**config.mk**
```make
export PLATFORM = sky130hd
export DESIGN_NAME = muldiv_unit_flat
export DESIGN_NICKNAME = d
export VERILOG_FILES = /design/src/rtl/muldiv_if.sv /design/src/rtl/muldiv_unit.sv /design/src/flat_wrapper.sv
export SDC_FILE = /design/constraint.sdc
export NUM_CORES = 1
export LEC_CHECK = 0
export ABC_AREA = 1
export CAP_MARGIN = 0
export CELL_PAD_IN_SITES_DETAIL_PLACEMENT = 1
export CELL_PAD_IN_SITES_GLOBAL_PLACEMENT = 1
export CORE_MARGIN = 2
export CORE_UTILIZATION = 29
export CTS_CLUSTER_DIAMETER = 150
export DETAILED_ROUTE_END_ITERATION = 7
export PLACE_DENSITY_LB_ADDON = 0.1
export SYNTH_ARGS = -nofsm -noshare
export SYNTH_HDL_FRONTEND = slang
export SYNTH_SLANG_ARGS = --single-unit
```
**constraint.sdc**
```tcl
create_clock -name clk_i -period 6.3 [get_ports clk_i]
set_input_delay 1.575 -clock clk_i [delete_from_list [all_inputs] [get_ports clk_i]]
set_output_delay 1.575 -clock clk_i [all_outputs]
set_load 0.02 [all_outputs]
```
**src/rtl/muldiv_if.sv**
```systemverilog
// Handshake and result bundle between the Execute stage and the iterative mul/div unit.
interface muldiv_if #(
  parameter int unsigned DataWidth = 32
);
  logic                 start_mul;
  logic                 start_div;
  logic                 is_signed;
  logic [DataWidth-1:0] src_a;
  logic [DataWidth-1:0] src_b;
  logic                 flush;
  logic                 busy;
  logic                 done;
  logic                 div_by_zero;
  logic [DataWidth-1:0] hi_out;
  logic [DataWidth-1:0] lo_out;

  modport master (
    output start_mul, start_div, is_signed, src_a, src_b, flush,
    input  busy, done, div_by_zero, hi_out, lo_out
  );

  modport slave (
    input  start_mul, start_div, is_signed, src_a, src_b, flush,
    output busy, done, div_by_zero, hi_out, lo_out
  );
endinterface

```
**src/rtl/muldiv_unit.sv**
```systemverilog
// Radix-2 iterative multiply/divide producing {HI, LO}: shift-add multiply and restoring divide
// share one 2*DataWidth accumulator; signed operands are handled as magnitudes plus sign fixup.
module muldiv_unit #(
  parameter int unsigned DataWidth = 32
) (
  input logic     clk_i,
  input logic     rst_i,
  muldiv_if.slave bus_io
);

  localparam int unsigned Dw       = DataWidth;
  localparam logic [5:0]  LastIter = 6'(DataWidth - 1);

  typedef enum logic [1:0] {StIdle, StRunMul, StRunDiv} state_e;

  state_e            state_q, state_d;
  logic [5:0]        cnt_q, cnt_d;
  logic [2*Dw-1:0]   acc_q, acc_d;
  logic [Dw-1:0]     opb_q, opb_d;
  logic              neg_lo_q, neg_lo_d;
  logic              neg_hi_q, neg_hi_d;
  logic [Dw-1:0]     hi_q, hi_d;
  logic [Dw-1:0]     lo_q, lo_d;
  logic              dbz_q, dbz_d;
  logic              done_q, done_d;

  logic              a_neg, b_neg;
  logic [Dw-1:0]     mag_a, mag_b;
  logic [Dw:0]       mul_sum;
  logic [2*Dw-1:0]   mul_next;
  logic              div_ok;
  logic [Dw-1:0]     div_diff;
  logic [2*Dw-1:0]   div_next;
  logic [2*Dw-1:0]   step;
  logic [2*Dw-1:0]   prod;
  logic [Dw-1:0]     quo, rem;

  always_comb begin
    a_neg = bus_io.is_signed & bus_io.src_a[Dw-1];
    b_neg = bus_io.is_signed & bus_io.src_b[Dw-1];
    mag_a = a_neg ? (~bus_io.src_a + 1'b1) : bus_io.src_a;
    mag_b = b_neg ? (~bus_io.src_b + 1'b1) : bus_io.src_b;

    // Multiply: acc = {partial product, remaining multiplier bits}.
    mul_sum  = {1'b0, acc_q[2*Dw-1:Dw]} + (acc_q[0] ? {1'b0, opb_q} : '0);
    mul_next = {mul_sum, acc_q[Dw-1:1]};

    // Divide: acc = {remainder, dividend bits shifting into quotient}.
    div_ok   = acc_q[2*Dw-1:Dw-1] >= {1'b0, opb_q};
    div_diff = acc_q[2*Dw-2:Dw-1] - opb_q;
    div_next = {(div_ok ? div_diff : acc_q[2*Dw-2:Dw-1]), acc_q[Dw-2:0], div_ok};

    step = (state_q == StRunDiv) ? div_next : mul_next;
    prod = neg_lo_q ? (~step + 1'b1) : step;
    quo  = neg_lo_q ? (~step[Dw-1:0] + 1'b1) : step[Dw-1:0];
    rem  = neg_hi_q ? (~step[2*Dw-1:Dw] + 1'b1) : step[2*Dw-1:Dw];
  end

  always_comb begin
    state_d  = state_q;
    cnt_d    = cnt_q;
    acc_d    = acc_q;
    opb_d    = opb_q;
    neg_lo_d = neg_lo_q;
    neg_hi_d = neg_hi_q;
    hi_d     = hi_q;
    lo_d     = lo_q;
    dbz_d    = dbz_q;
    done_d   = 1'b0;

    unique case (state_q)
      StIdle: begin
        if (!bus_io.flush && bus_io.start_div) begin
          if (bus_io.src_b == '0) begin
            lo_d   = '1;
            hi_d   = bus_io.src_a;
            dbz_d  = 1'b1;
            done_d = 1'b1;
          end else begin
            state_d  = StRunDiv;
            cnt_d    = '0;
            acc_d    = {{Dw{1'b0}}, mag_a};
            opb_d    = mag_b;
            neg_lo_d = a_neg ^ b_neg;
            neg_hi_d = a_neg;
          end
        end else if (!bus_io.flush && bus_io.start_mul) begin
          state_d  = StRunMul;
          cnt_d    = '0;
          acc_d    = {{Dw{1'b0}}, mag_b};
          opb_d    = mag_a;
          neg_lo_d = a_neg ^ b_neg;
          neg_hi_d = 1'b0;
        end
      end
      StRunMul, StRunDiv: begin
        if (bus_io.flush) begin
          state_d = StIdle;
        end else begin
          acc_d = step;
          cnt_d = cnt_q + 6'd1;
          if (cnt_q == LastIter) begin
            state_d = StIdle;
            dbz_d   = 1'b0;
            done_d  = 1'b1;
            if (state_q == StRunMul) begin
              hi_d = prod[2*Dw-1:Dw];
              lo_d = prod[Dw-1:0];
            end else begin
              hi_d = rem;
              lo_d = quo;
            end
          end
        end
      end
      default: state_d = StIdle;
    endcase
  end

  always_ff @(posedge clk_i or posedge rst_i) begin
    if (rst_i) begin
      state_q  <= StIdle;
      cnt_q    <= '0;
      acc_q    <= '0;
      opb_q    <= '0;
      neg_lo_q <= 1'b0;
      neg_hi_q <= 1'b0;
      hi_q     <= '0;
      lo_q     <= '0;
      dbz_q    <= 1'b0;
      done_q   <= 1'b0;
    end else begin
      state_q  <= state_d;
      cnt_q    <= cnt_d;
      acc_q    <= acc_d;
      opb_q    <= opb_d;
      neg_lo_q <= neg_lo_d;
      neg_hi_q <= neg_hi_d;
      hi_q     <= hi_d;
      lo_q     <= lo_d;
      dbz_q    <= dbz_d;
      done_q   <= done_d;
    end
  end

  assign bus_io.busy        = (state_q != StIdle);
  assign bus_io.done        = done_q;
  assign bus_io.div_by_zero = dbz_q;
  assign bus_io.hi_out      = hi_q;
  assign bus_io.lo_out      = lo_q;

endmodule
```
**src/flat_wrapper.sv**
```systemverilog
// flat-port wrapper written by rule: the top's interface ports become plain ports
module muldiv_unit_flat 
#(
  parameter int unsigned DataWidth = 32
)
  (clk_i, rst_i, bus_io_start_mul, bus_io_start_div, bus_io_is_signed, bus_io_src_a, bus_io_src_b, bus_io_flush, bus_io_busy, bus_io_done, bus_io_div_by_zero, bus_io_hi_out, bus_io_lo_out);
  muldiv_if #(.DataWidth(DataWidth)) bus_io_i ();
  input logic clk_i;
  input logic rst_i;
  input wire logic [$bits(bus_io_i.start_mul)-1:0] bus_io_start_mul;
  input wire logic [$bits(bus_io_i.start_div)-1:0] bus_io_start_div;
  input wire logic [$bits(bus_io_i.is_signed)-1:0] bus_io_is_signed;
  input wire logic [$bits(bus_io_i.src_a)-1:0] bus_io_src_a;
  input wire logic [$bits(bus_io_i.src_b)-1:0] bus_io_src_b;
  input wire logic [$bits(bus_io_i.flush)-1:0] bus_io_flush;
  output wire logic [$bits(bus_io_i.busy)-1:0] bus_io_busy;
  output wire logic [$bits(bus_io_i.done)-1:0] bus_io_done;
  output wire logic [$bits(bus_io_i.div_by_zero)-1:0] bus_io_div_by_zero;
  output wire logic [$bits(bus_io_i.hi_out)-1:0] bus_io_hi_out;
  output wire logic [$bits(bus_io_i.lo_out)-1:0] bus_io_lo_out;
  assign bus_io_i.start_mul = bus_io_start_mul;
  assign bus_io_i.start_div = bus_io_start_div;
  assign bus_io_i.is_signed = bus_io_is_signed;
  assign bus_io_i.src_a = bus_io_src_a;
  assign bus_io_i.src_b = bus_io_src_b;
  assign bus_io_i.flush = bus_io_flush;
  assign bus_io_busy = bus_io_i.busy;
  assign bus_io_done = bus_io_i.done;
  assign bus_io_div_by_zero = bus_io_i.div_by_zero;
  assign bus_io_hi_out = bus_io_i.hi_out;
  assign bus_io_lo_out = bus_io_i.lo_out;
  muldiv_unit #(.DataWidth(DataWidth)) u_core (.clk_i(clk_i), .rst_i(rst_i), .bus_io(bus_io_i));
endmodule
```
==> flow_metrics.tcl <==
set metrics [dict create \
    syn_area_mm2 0.0173 \
    final.setup_skew_ns 0.0208 \
    grt_max_degree 90 \
    cts-resized-gates 0 \
    synth.net_count 2948 \
    fillerInstances 7681 \
    cts_max_path_buffers 2 \
    finalWorstSetupSlack_ns 1.39 \
    nets 3038 \
    crit_fanout 16 \
    min_path_type "reg2reg" \
    final_util 0.340 \
    crit_type "reg2reg" \
    maxSlewViolCount 0 \
    rrSetupSlack_ns 1.39 \
    power_leakage_nw 9.89 \
    firstDrtPassIters 6 \
    ys_ff_latch 172 \
    synth-main-ff-cell "dfrtp_1" \
    r2r_end "u_core.bus_io.hi_out[29]" \
    design.portCount 137 \
    antennaDiodeCount 0 \
    post_cts_buffers 0 \
    r2r_start "u_core.acc_q[0]" \
    drv_cap 0 \
    synth_cell_types 58 \
    antenna_found_initial 1 \
    worstSetupEndpointType "register" \
    reg2reg_depth 22 \
    max_freq_mhz 203 \
    final.period_utilization 0.780 \
    grt_overflow 0 \
    clock-sinks 172 \
    fin_crit_ns 4.91 \
    arrival_ns 5.34 \
    rsz0062_at_grt "false" \
    finalNonFillerCells 3679 \
    drive_above_1_share 0.0588 \
    power_density_mw_per_mm2 626 \
    tightestPinTransition_ns 1.03 \
    syn_inst 2803 \
    io_buffers 136 \
    status "finished clean" \
    dp_slack_ns 1.01 \
    required_ns 6.73 \
    hpwl_um 76500 \
    via_per_inst 5.29 \
    crit_chain "nand2_1, inv_1, ha_1, inv_1, fa_1, inv_1, nand3_1, nand3_1, inv_1, o21ai_0, a21oi_1, o21ai_0, nand3_4, nor2_4, nand2_1, nor2_1, nor2_1, nor2_2, nand2_1, nand2_1, nand3_1, nand2_1" \
    final-setup-viol-count 0 \
    cp_common_cell "nand2_1" \
    ant_nets 0 \
    drc 0 \
    final_cell_area_mm2 0.0201 \
    cts.reportedPaths.clkPinSlew_ns 0.09 \
    cts_max_level 4 \
    grt_pass1_vias 19800 \
    grt_util_all_layers 0.297 \
    slew_headroom 0.310 \
    cts_tree "yes" \
    synth_edf_count 0 \
    ir_drop_mv 0.240 \
    tns_ns 0 \
    vias 19500 \
    async_flop_share 1.00 \
    area_growth_pct 15.9 \
    core-area_mm2 0.0590 \
    endpoint "u_core.bus_io.hi_out[29]" \
    startpoint "u_core.acc_q[0]" \
    fin_total_pwr_mw 12.6 \
    cts_buffers 17 \
    drt-initial-drc-count 1315 \
    synth-warning-count 0 \
    max_stage_delay_ns 0.74 \
    dp_cells 3647 \
    wire_per_inst_um 24.6 \
    hold_violations 0 \
    critPathLaunchType "register" \
    cpMaxStageDelayCell "dfrtp_1" \
    ys_seq_area_frac 0.249 \
    gp_congestion 0.988 \
    grt_pass1_wl_um 133000 \
    syn_area_per_cell_um2 6.18 \
    die_h_um 248 \
    holdBufCountCts 0 \
    hp-start "u_core.bus_io.lo_out[21]" \
    die-width_um 248 \
    num_rows 89 \
    whs_ns 0.490 \
    place_area_mm2 0.0194 \
    start_util 0.293 \
    clock_latency_ns 0.50 \
    postRouteWirelength_um 90700 \
    cts.root.buffer_cell "clkbuf_16" \
    die_area_mm2 0.0617 \
]
[layer usage]
layer  track usage  vias up  routed length [um]
li1              -     9249                   -
met1         0.393     9608               40300
met2         0.510      503               44000
met3        0.0308      106                3780
met4        0.0844        0                2510
met5             0        -                   0
[state kept, by name, summed over array words and instances (netlist names)]
signal                     count
u_core.acc_q                  64
u_core.state_q                 2
u_core.bus_io.hi_out          32
u_core.neg_lo_q                1
u_core.opb_q                  32
u_core.bus_io.div_by_zero      1
u_core.cnt_q                   6
u_core.bus_io.lo_out          32
u_core.neg_hi_q                1
u_core.bus_io.done             1
[worst min path at each step]
stage	cells past startpoint	slack, ns	end
final	2	0.49	u_core.bus_io.lo_out[21]
after global routing	2	0.52	u_core.bus_io.lo_out[25]
after CTS	2	0.49	u_core.bus_io.lo_out[25]
after detailed placement	2	0.47	u_core.bus_io.lo_out[25]
after global placement	2	0.48	u_core.bus_io.lo_out[21]
after floorplan	2	0.47	u_core.opb_q[9]
[power breakdown]
| group | internal, mW | switching, mW | leakage [nW] |
|---|---|---|---|
| Clock | 0.552 | 0.621 | 0.301 |
| Sequential | 1.60 | 0.484 | 2.12 |
| Combinational | 2.69 | 6.63 | 7.47 |
| Total | 4.83 | 7.73 | 9.89 |
[synthesized netlist by cell type (all sizes together) (21+ instances only)]
cell type	count	area (um2)
nand2	796	3030
inv	420	1580
nor2	331	1360
o21ai	223	1150
nand3	213	1190
dfrtp	172	4300
a21oi	114	593
ha	73	913
xor2	68	596
nand4	64	438
clkbuf	56	210
o211ai	36	270
buf	35	228
a22oi	34	255
nor3	28	166
a31oi	24	150
o22ai	21	131
[critical path, delay by kind of cell (launching register included)]
kind | cells | cell delay (ns)
and+or+nand+nor | 13 | 1.96
AOI/OAI and AO/OA | 3 | 0.93
DFF | 1 | 0.74
adders and majority gates | 2 | 0.64
buffers and inverters | 4 | 0.53
[cell type report]
class / instances / area [um2] / share of cell area
Clock buffer: 17 / 425 / 0.0212
Clock inverter: 15 / 210 / 0.0105
Inverter: 428 / 1610 / 0.0803
Multi-Input combinational cell: 2112 / 11000 / 0.547
Sequential cell: 172 / 4300 / 0.214
Tap cell: 773 / 967 / 0.0482
Timing Repair Buffer: 162 / 1570 / 0.0782
[cells by family (layout without fill, tap and decap cells)]
kind of cell,count (synthesis),count (layout),share of synthesized area
AND/OR/NAND/NOR,1462,1462,0.370
buffers and inverters,519,622,0.118
AO/OA/AOI/OAI,484,484,0.162
flip-flops,172,172,0.249
XOR/XNOR,88,88,0.0445
adder cells (fa/ha/maj),75,75,0.0551
multiplexers,3,3,0.00173
[layout by cell type (no fill, tap or decap), types with 9 or more instances in the layout]
cell / synthesis / final
dfrtp_1: 172 / 172
a31oi_1: 24 / 24
inv_2: 17 / 17
nand3_2: 10 / 10
nor3_1: 24 / 24
xnor2_1: 20 / 20
nor2_1: 303 / 303
nand2_2: 12 / 13
or2_2: 9 / 9
a21oi_1: 110 / 110
nand2_1: 782 / 781
nor2_2: 20 / 19
ha_1: 73 / 72
o22ai_1: 21 / 21
buf_4: 6 / 25
nand4_1: 58 / 58
inv_1: 403 / 402
a22oi_1: 34 / 34
xor2_1: 68 / 68
o211ai_1: 36 / 36
nand3_1: 197 / 197
clkbuf_16: 0 / 17
o21ai_1: 29 / 29
o21ai_0: 186 / 186
clkdlybuf4s50_1: 0 / 136
Note: power is estimated with default switching activity, not from simulation.
